## src/rtl/imm_ext_pkg.sv

```systemverilog
// Shared definitions for the immediate-extension pipeline stage.
// Holds the mode encodings and the occupancy states of the two-entry skid buffer.
package imm_ext_pkg;

  typedef enum logic [1:0] {
    IMM_ZERO     = 2'b00,
    IMM_SIGN     = 2'b01,
    IMM_SIGN_SHL = 2'b10,
    IMM_RSVD     = 2'b11
  } imm_mode_e;

  typedef enum logic [1:0] {
    OCC_EMPTY = 2'b00,
    OCC_ONE   = 2'b01,
    OCC_FULL  = 2'b10
  } occ_e;

  localparam int CNT_W = 16;

endpackage

```

## src/rtl/imm_ext_core.sv

```systemverilog
// Combinational immediate extender: zero-extend, sign-extend, or sign-extend then shift left.
// The reserved mode yields a zero value with err raised.
module imm_ext_core
  import imm_ext_pkg::*;
#(
  parameter int IN_W  = 9,
  parameter int OUT_W = 16,
  parameter int SHIFT = 1
) (
  input  logic [IN_W-1:0]  data,
  input  logic [1:0]       mode,
  output logic [OUT_W-1:0] value,
  output logic             err
);

  logic [OUT_W-1:0] zext;
  logic [OUT_W-1:0] sext;

  // Size casts handle IN_W == OUT_W without a zero-width replication.
  assign zext = OUT_W'(data);
  assign sext = OUT_W'(signed'(data));

  always_comb begin
    // NOTE: every output gets a default before the case so no latch is inferred.
    value = '0;
    err   = 1'b0;
    case (imm_mode_e'(mode))
      IMM_ZERO:     value = zext;
      IMM_SIGN:     value = sext;
      IMM_SIGN_SHL: value = sext << SHIFT;
      default:      err   = 1'b1;
    endcase
  end

endmodule

```

## src/rtl/imm_extend_pipe.sv

```systemverilog
// Registered, handshaked immediate-extension stage with a two-entry skid buffer.
// Optional output transfer counter xfer_cnt is built when IMM_EXT_CNT_EN is defined.
module imm_extend_pipe
  import imm_ext_pkg::*;
#(
  parameter int IN_W  = 9,
  parameter int OUT_W = 16,
  parameter int SHIFT = 1
) (
  input  logic             clk,
  input  logic             rst,
  input  logic             in_valid,
  output logic             in_ready,
  input  logic [IN_W-1:0]  in_data,
  input  logic [1:0]       in_mode,
  output logic             out_valid,
  input  logic             out_ready,
  output logic [OUT_W-1:0] out_data,
  output logic             out_err
`ifdef IMM_EXT_CNT_EN
  ,
  output logic [CNT_W-1:0] xfer_cnt
`endif
);

  occ_e             state_q, state_d;
  logic             in_ready_q, out_valid_q;
  logic [OUT_W-1:0] m_data_q, s_data_q;
  logic             m_err_q, s_err_q;
  logic [OUT_W-1:0] ext_value;
  logic             ext_err;
  logic             in_xfer, out_xfer;
  logic             load_m_in, load_m_skid, load_s;

  imm_ext_core #(
    .IN_W  (IN_W),
    .OUT_W (OUT_W),
    .SHIFT (SHIFT)
  ) u_core (
    .data  (in_data),
    .mode  (in_mode),
    .value (ext_value),
    .err   (ext_err)
  );

  assign in_xfer  = in_valid & in_ready_q;
  assign out_xfer = out_valid_q & out_ready;

  always_comb begin
    state_d     = state_q;
    load_m_in   = 1'b0;
    load_m_skid = 1'b0;
    load_s      = 1'b0;
    case (state_q)
      OCC_EMPTY: begin
        if (in_xfer) begin
          state_d   = OCC_ONE;
          load_m_in = 1'b1;
        end
      end
      OCC_ONE: begin
        if (in_xfer && out_xfer) begin
          load_m_in = 1'b1;
        end else if (in_xfer) begin
          state_d = OCC_FULL;
          load_s  = 1'b1;
        end else if (out_xfer) begin
          state_d = OCC_EMPTY;
        end
      end
      OCC_FULL: begin
        if (out_xfer) begin
          state_d     = OCC_ONE;
          load_m_skid = 1'b1;
        end
      end
      default: state_d = OCC_EMPTY;
    endcase
  end

  // Handshake flags are registered copies of the next occupancy, so in_ready
  // never has a combinational path from out_ready.
  // NOTE: sequential state uses non-blocking assignments so every flop samples pre-edge values.
  always_ff @(posedge clk or negedge rst) begin
    if (!rst) begin
      state_q     <= OCC_EMPTY;
      in_ready_q  <= 1'b1;
      out_valid_q <= 1'b0;
    end else begin
      state_q     <= state_d;
      in_ready_q  <= (state_d != OCC_FULL);
      out_valid_q <= (state_d != OCC_EMPTY);
    end
  end

  // NOTE: data registers are reset too, because out_data must read zero out of reset.
  always_ff @(posedge clk or negedge rst) begin
    if (!rst) begin
      m_data_q <= '0;
      m_err_q  <= 1'b0;
      s_data_q <= '0;
      s_err_q  <= 1'b0;
    end else begin
      if (load_m_in) begin
        m_data_q <= ext_value;
        m_err_q  <= ext_err;
      end else if (load_m_skid) begin
        m_data_q <= s_data_q;
        m_err_q  <= s_err_q;
      end
      if (load_s) begin
        s_data_q <= ext_value;
        s_err_q  <= ext_err;
      end
    end
  end

  assign in_ready  = in_ready_q;
  assign out_valid = out_valid_q;
  assign out_data  = m_data_q;
  assign out_err   = m_err_q;

`ifdef IMM_EXT_CNT_EN
  logic [CNT_W-1:0] cnt_q;

  // Free-running wrap at all-ones; reserved-mode beats are counted like any other.
  always_ff @(posedge clk or negedge rst) begin
    if (!rst) begin
      cnt_q <= '0;
    end else if (out_xfer) begin
      cnt_q <= cnt_q + 1'b1;
    end
  end

  assign xfer_cnt = cnt_q;
`endif

endmodule

```

## config.mk

```make
export PLATFORM = sky130hd
export DESIGN_NAME = imm_extend_pipe
export DESIGN_NICKNAME = d
export VERILOG_FILES = /design/src/rtl/imm_ext_pkg.sv /design/src/rtl/imm_ext_core.sv /design/src/rtl/imm_extend_pipe.sv
export SDC_FILE = /design/constraint.sdc
export NUM_CORES = 1
export LEC_CHECK = 0
export ABC_CLOCK_PERIOD_IN_PS = 1400
export BUFFER_PORTS_ARGS = -buffer_cell sky130_fd_sc_hd__buf_2
export CAP_MARGIN = 20
export CORE_MARGIN = 2
export CORE_UTILIZATION = 40
export CTS_BUF_LIST = sky130_fd_sc_hd__clkbuf_2
export DETAILED_ROUTE_END_ITERATION = 8
export SLEW_MARGIN = 20
export SYNTH_ARGS = -nofsm -noshare
export SYNTH_HDL_FRONTEND = slang
export SYNTH_HIERARCHICAL = 1
export SYNTH_SLANG_ARGS = --single-unit
export TNS_END_PERCENT = 30
```

## constraint.sdc

```tcl
create_clock -name clk -period 1.4 [get_ports clk]
set_input_delay 0.14 -clock clk [delete_from_list [all_inputs] [get_ports clk]]
set_output_delay 0.14 -clock clk [all_outputs]
set_load 0.01 [all_outputs]
```

==> run metrics, run 1 <==
status=finished, violations left; failing checks=negative setup slack; layout cells sized above 1=0.463; # port buffers=33; clock-pin slew on the worst setup and hold paths=0.19 ns; H-tree Lvls=2; Die X=70.9 um; CP arrival=1.79 ns; net count after synthesis=150; CTS Buffer Depth=2; Detailed Routing Iterations Pass 1=4; vias in the first global route=1286; commonest non-fill, non-tap cell in the layout=dfrtp_1; min-delay worst type=input pin to flip-flop; chip height=70.9 um; worst-margin pin slew=0.477 ns; post-route design area=2120 sq um; switching portion of total power=0.329; initial antenna violation count=0; met3 wire length=123 um; GP Congestion=0.885; Seq pwr share=0.418; WL per Instance=15.3 um; routed length on met1=1560 um; final core utilization=0.491; pwr dens=2090 nW/um^2; final number of setup-violating endpoints=34; TritonCTS clock tree=built; Pwr Total=0.00444 W; HPWL after detailed placement=2410 um; # clock sinks=38; synth warn=6; number of max-cap violations=0; Remaining DRCs=0; worst skew pair latency=0.38 ns; NumNets Final=189; DR top layer=met4; Max Fclk=671 MHz; vias=1223; Final Hold Vio Count=0; Switch Pwr=0.00146 W; area grow syn2layout=18.7%; Detail Route Antenna Nets=0; Fillers=406; CP startpoint kind=flip-flop; pre-CTS setup slack=-0.281 ns; Seq/Total Area, Yosys=0.532; RSZ-0062 raised after global routing=yes; gr usage total=0.153; DIE AREA=5020 sq um; grt total ovfl=0; Netlist cell types=26; internal power=0.00298 W; largest net degree at the start of global routing=39; WL final=3480 um; Setup CP Type=flip-flop to flip-flop; Cell Area, Synth=1790 sq um; CP max FO=17; slowest library cell on the worst path=dfstp_2; Worst VDD drop=0.711 mV; Final Skew=0.0145 ns; Slowest Stage Delay on Critical Path=0.57 ns; Relative slew margins=0.682; minimum clock period=1.49 ns; cell area after placement=2000 sq um; Logic pwr share=0.433; setup tns final=-1.80 ns; Worst Path Required=1.70 ns; I/O pin count=34; num rows=24; flops & latches, synth=38; worst path cell trace=and3b_2 > a211oi_4 > buf_12 > a221o_1; most frequent cells in the layout=dfrtp_1, buf_2, and2_1; Post-Syn Instances=135; Avg Cell Area, Syn=13.3 sq um; core area=4320 sq um; Leakage=1.06 nW; Initial Utilization=0.414; post-route clock period utilization=1.06; Clock Power Share=0.148; initial DRC count=41; Final Worst Setup Slack=-0.0904 ns; ANT cells=0; Clock Tree Root=clkbuf_2; drt via density=5.39; Worst setup EP type=flip-flop; CTS Buf Count=5; Met2 Wirelength=1740 um; fin. max-slew vios=0; first-pass GRT wire length=5990 um
power groups by stage:
stage	Combinational, W	Sequential (W)	Clock (W)
6_report	0.00192	0.00186	0.000659
5_1_grt	0.00207	0.00192	0.000739
4_1_cts	0.00194	0.00186	0.000688
3_5_place_dp	0.00178	0.00189	0
3_3_place_gp	0.00172	0.00187	0
2_1_floorplan	0.00106	0.00198	0
logic make-up after synthesis:
| family | after synthesis | share of synthesized area |
|---|---|---|
| mux | 18 | 0.113 |
| buf+inv | 14 | 0.0601 |
| flops | 38 | 0.532 |
| compound gates | 31 | 0.164 |
| simple gates | 34 | 0.131 |
timing repair:
| item | CTS | global route |
|---|---|---|
| hold buffers | 1 | 0 |
| buffers inserted | 3 | 1 |
| hold endpoints to repair | 37 | 0 |
| resized for setup | 1 | 1 |
| endpoints found under the setup margin | 34 | 36 |
| pin swaps | 17 | 3 |
flip-flops by register name (all words and copies together) (netlist names):
signal,flops
in_ready,1
out_data,16
out_err,1
out_valid,1
s_data_q,16
s_err_q,1
state_q,2
stage by stage:
step	std cells	hold WS (ns)
finish	227	0.124
global route	227	0.110
CTS	227	0.0992
detailed placement	215	0.222
global placement	215	0.208
floorplan	135	-0.156
path summary, 6_finish.rpt:
check	startpoint	endpoint	slack, ns	cells after the start
setup / recovery	in_ready	out_data[1]	-0.09	4
hold / removal	in_data[1]	out_data[2]	0.12	3
setup reg to reg	in_ready	out_data[1]	-0.09	4
hold reg to reg	s_data_q[14]	s_data_q[14]	0.52	1
max in group asynchronous	rst	in_ready	0.73	3
min in group asynchronous	rst	s_data_q[6]	0.30	3
routing by layer:
metal | global-route usage | vias up
li1 | - | 574
met1 | 0.187 | 624
met2 | 0.249 | 19
met3 | 0.0541 | 6
met4 | 0.0587 | 0
met5 | 0 | -
critical path: cells and delay by family, from the launching register on:
| kind | cells | cell delay (ns) |
|---|---|---|
| compound gates | 2 | 0.43 |
| buf+inv | 1 | 0.16 |
| flops | 1 | 0.57 |
| simple gates | 1 | 0.26 |
synth_stat cells:
library cell | number | share of area
clkbuf_1 | 1 | 0.0021
and4bb_2 | 1 | 0.0070
nand2_1 | 4 | 0.0084
inv_1 | 1 | 0.0021
buf_2 | 2 | 0.0056
mux2_2 | 18 | 0.11
dfstp_2 | 1 | 0.015
and2_1 | 20 | 0.070
dfrtp_1 | 37 | 0.52
and4b_1 | 1 | 0.0056
buf_4 | 6 | 0.025
nor2b_4 | 1 | 0.0077
o21a_1 | 1 | 0.0042
and2b_2 | 2 | 0.0098
a221o_1 | 17 | 0.095
a211oi_4 | 1 | 0.011
and2_2 | 1 | 0.0042
or2_2 | 1 | 0.0035
and3b_2 | 1 | 0.0056
a22o_1 | 8 | 0.039
o21ai_0 | 2 | 0.0056
a21oi_1 | 1 | 0.0028
nand3_2 | 1 | 0.0056
buf_6 | 4 | 0.025
nor2b_1 | 1 | 0.0035
a21bo_2 | 1 | 0.0056
final cells by class:
class	count	area (sq um)	area share
sequential	38	952	0.448
multi-input combinational	83	737	0.347
timing repair buffer	45	302	0.142
tap	52	65.1	0.0306
clock inverter	3	40.0	0.0188
clock buffer	5	25.0	0.0118
inverter	1	3.75	0.00177
(Power assumes the default switching activity.)
==> run 2, diff against run 1 <==
==> constraint.sdc (replaced) <==
create_clock -name clk -period 1.4 [get_ports clk]
set_input_delay 0.14 -clock clk [delete_from_list [all_inputs] [get_ports clk]]
set_output_delay 0.14 -clock clk [all_outputs]
set_load 0.005 [all_outputs]
==> run 2 against run 1 <==
The run still ends with negative setup slack left. Flip-flop and latch count is the same. Combinational power shrank 6%. Global-route usage grew 0.76 points. Final area shrank 0.65%. Utilization shrank 0.32 points. Clock skew shrank 0.0025 ns. Maximum frequency shrank 0.82%. Largest cell class unchanged.
==> run metrics, run 2 (synthesis gave the netlist of run 1 again) <==
Met2 Wirelength=1810 um; met3 wire length=176 um; Remaining DRCs=0; area grow syn2layout=18.0%; Reg2Reg Depth=4; GP Congestion=0.806; Critical path origin=in_ready; Worst setup EP type=flip-flop; NumNets Final=191; largest net degree at the start of global routing=20; critical path's top delay family=flip-flops; Leakage=1.05 nW; cell area after placement=1990 sq um; chip height=70.9 um; r2r endpoint=out_data[11]; initial antenna violation count=0; setup tns final=-2.20 ns; clock-pin slew on the worst setup and hold paths=0.19 ns; DIE AREA=5020 sq um; Clock Tree Root=clkbuf_2; DR top layer=met4; post-route design area=2110 sq um; min-delay worst type=input pin to flip-flop; pre-CTS setup slack=-0.297 ns; grt total ovfl=0; r2r setup slk=-0.10 ns; Setup CP Type=flip-flop to flip-flop; Fillers=414; # clock sinks=38; WL per Instance=16.0 um; Final Worst Setup Slack=-0.103 ns; RSZ-0062 raised after global routing=yes; final core utilization=0.488; worst skew pair latency=0.39 ns; Max Fclk=665 MHz; core area=4320 sq um; CP Capture Point=out_data[11]; TritonCTS clock tree=built; vias in the first global route=1334; drt via density=5.44; Reg-to-Reg Start=in_ready; WP depth=4; Worst VDD drop=0.719 mV; pwr dens=1970 nW/um^2; commonest non-fill, non-tap cell in the layout=dfrtp_1; Relative slew margins=0.699; minimum clock period=1.50 ns; Final Hold Vio Count=0; register area=952 sq um; ANT cells=0; CP arrival=1.80 ns; number of max-cap violations=0; Non-Filler Instances=229; initial DRC count=45; CP max FO=17; # port buffers=33; vias=1245; worst path cell trace=and3b_2 > a211oi_4 > buf_12 > a221o_1; Multi-input gate area=737 sq um; Initial Utilization=0.414; Buf/Inv on CP=1; routed length on met1=1600 um; failing checks=negative setup slack; WL final=3660 um; CTS Buf Count=5; num rows=24; Detail Route Antenna Nets=0; Slowest Stage Delay on Critical Path=0.58 ns; slowest library cell on the worst path=dfstp_2; I/O pin count=34; status=finished, violations left; CP startpoint kind=flip-flop; CTS Buffer Depth=2; fin. max-slew vios=0; Final Skew=0.0120 ns; Detailed Routing Iterations Pass 1=4; gr usage total=0.161; # placed instances=216; post-route clock period utilization=1.07; worst-margin pin slew=0.451 ns; first-pass GRT wire length=6270 um; Die X=70.9 um; H-tree Lvls=2; layout cells sized above 1=0.463; most frequent cells in the layout=dfrtp_1, buf_2, and2_1; Worst Path Required=1.70 ns; final number of setup-violating endpoints=34
run 2: worst reg2reg max path, stage by stage, from the launching register on:
cell	delay, ns
dfstp_2	0.58
and3b_2	0.26
a211oi_4	0.09
buf_12	0.16
a221o_1	0.34
run 2: cell type report:
cell class / count / area share
inverters: 1 / 0.00178
multi-input cells: 83 / 0.349
repair buffers: 47 / 0.148
clock buffers: 5 / 0.0119
clock inverters: 3 / 0.00771
well taps: 52 / 0.0308
flip-flops and latches: 38 / 0.451
run 2: stage by stage:
stage | total power [W] | hold WS, ns
detailed placement | 0.00352 | 0.0825
finish | 0.00416 | 0.131
CTS | 0.00420 | 0.0967
global route | 0.00446 | 0.127
global placement | 0.00344 | 0.0793
floorplan | 0.00294 | -0.156
run 2: worst min-delay path by stage:
stage / startpoint / endpoint / slack, ns / depth (start not counted)
finish: out_ready / state_q[1] / 0.13 / 4
floorplan: rst / out_data[0] / -0.16 / 0
global placement: rst / s_data_q[5] / 0.08 / 1
detailed placement: rst / s_data_q[5] / 0.08 / 1
CTS: out_ready / state_q[1] / 0.1 / 4
global route: in_data[0] / s_data_q[0] / 0.13 / 3
run 2: power by group:
part,internal (W),switching (W)
registers,0.00160,0.000263
clock network,0.000114,0.000373
logic,0.00107,0.000743
run 2: per-layer routing:
layer / GRT usage / up-vias
li1: - / 580
met1: 0.203 / 624
met2: 0.261 / 31
met3: 0.0399 / 10
met4: 0.0713 / 0
met5: 0 / -
run 2: repair_timing:
item / CTS / global route
pin swaps: 6 / 8
cloned: 0 / 0
hold endpoints to repair: 34 / 0
gates resized for setup: 3 / 0
buffers inserted: 4 / 1
endpoints found under the setup margin: 34 / 35
hold buffers: 1 / 0
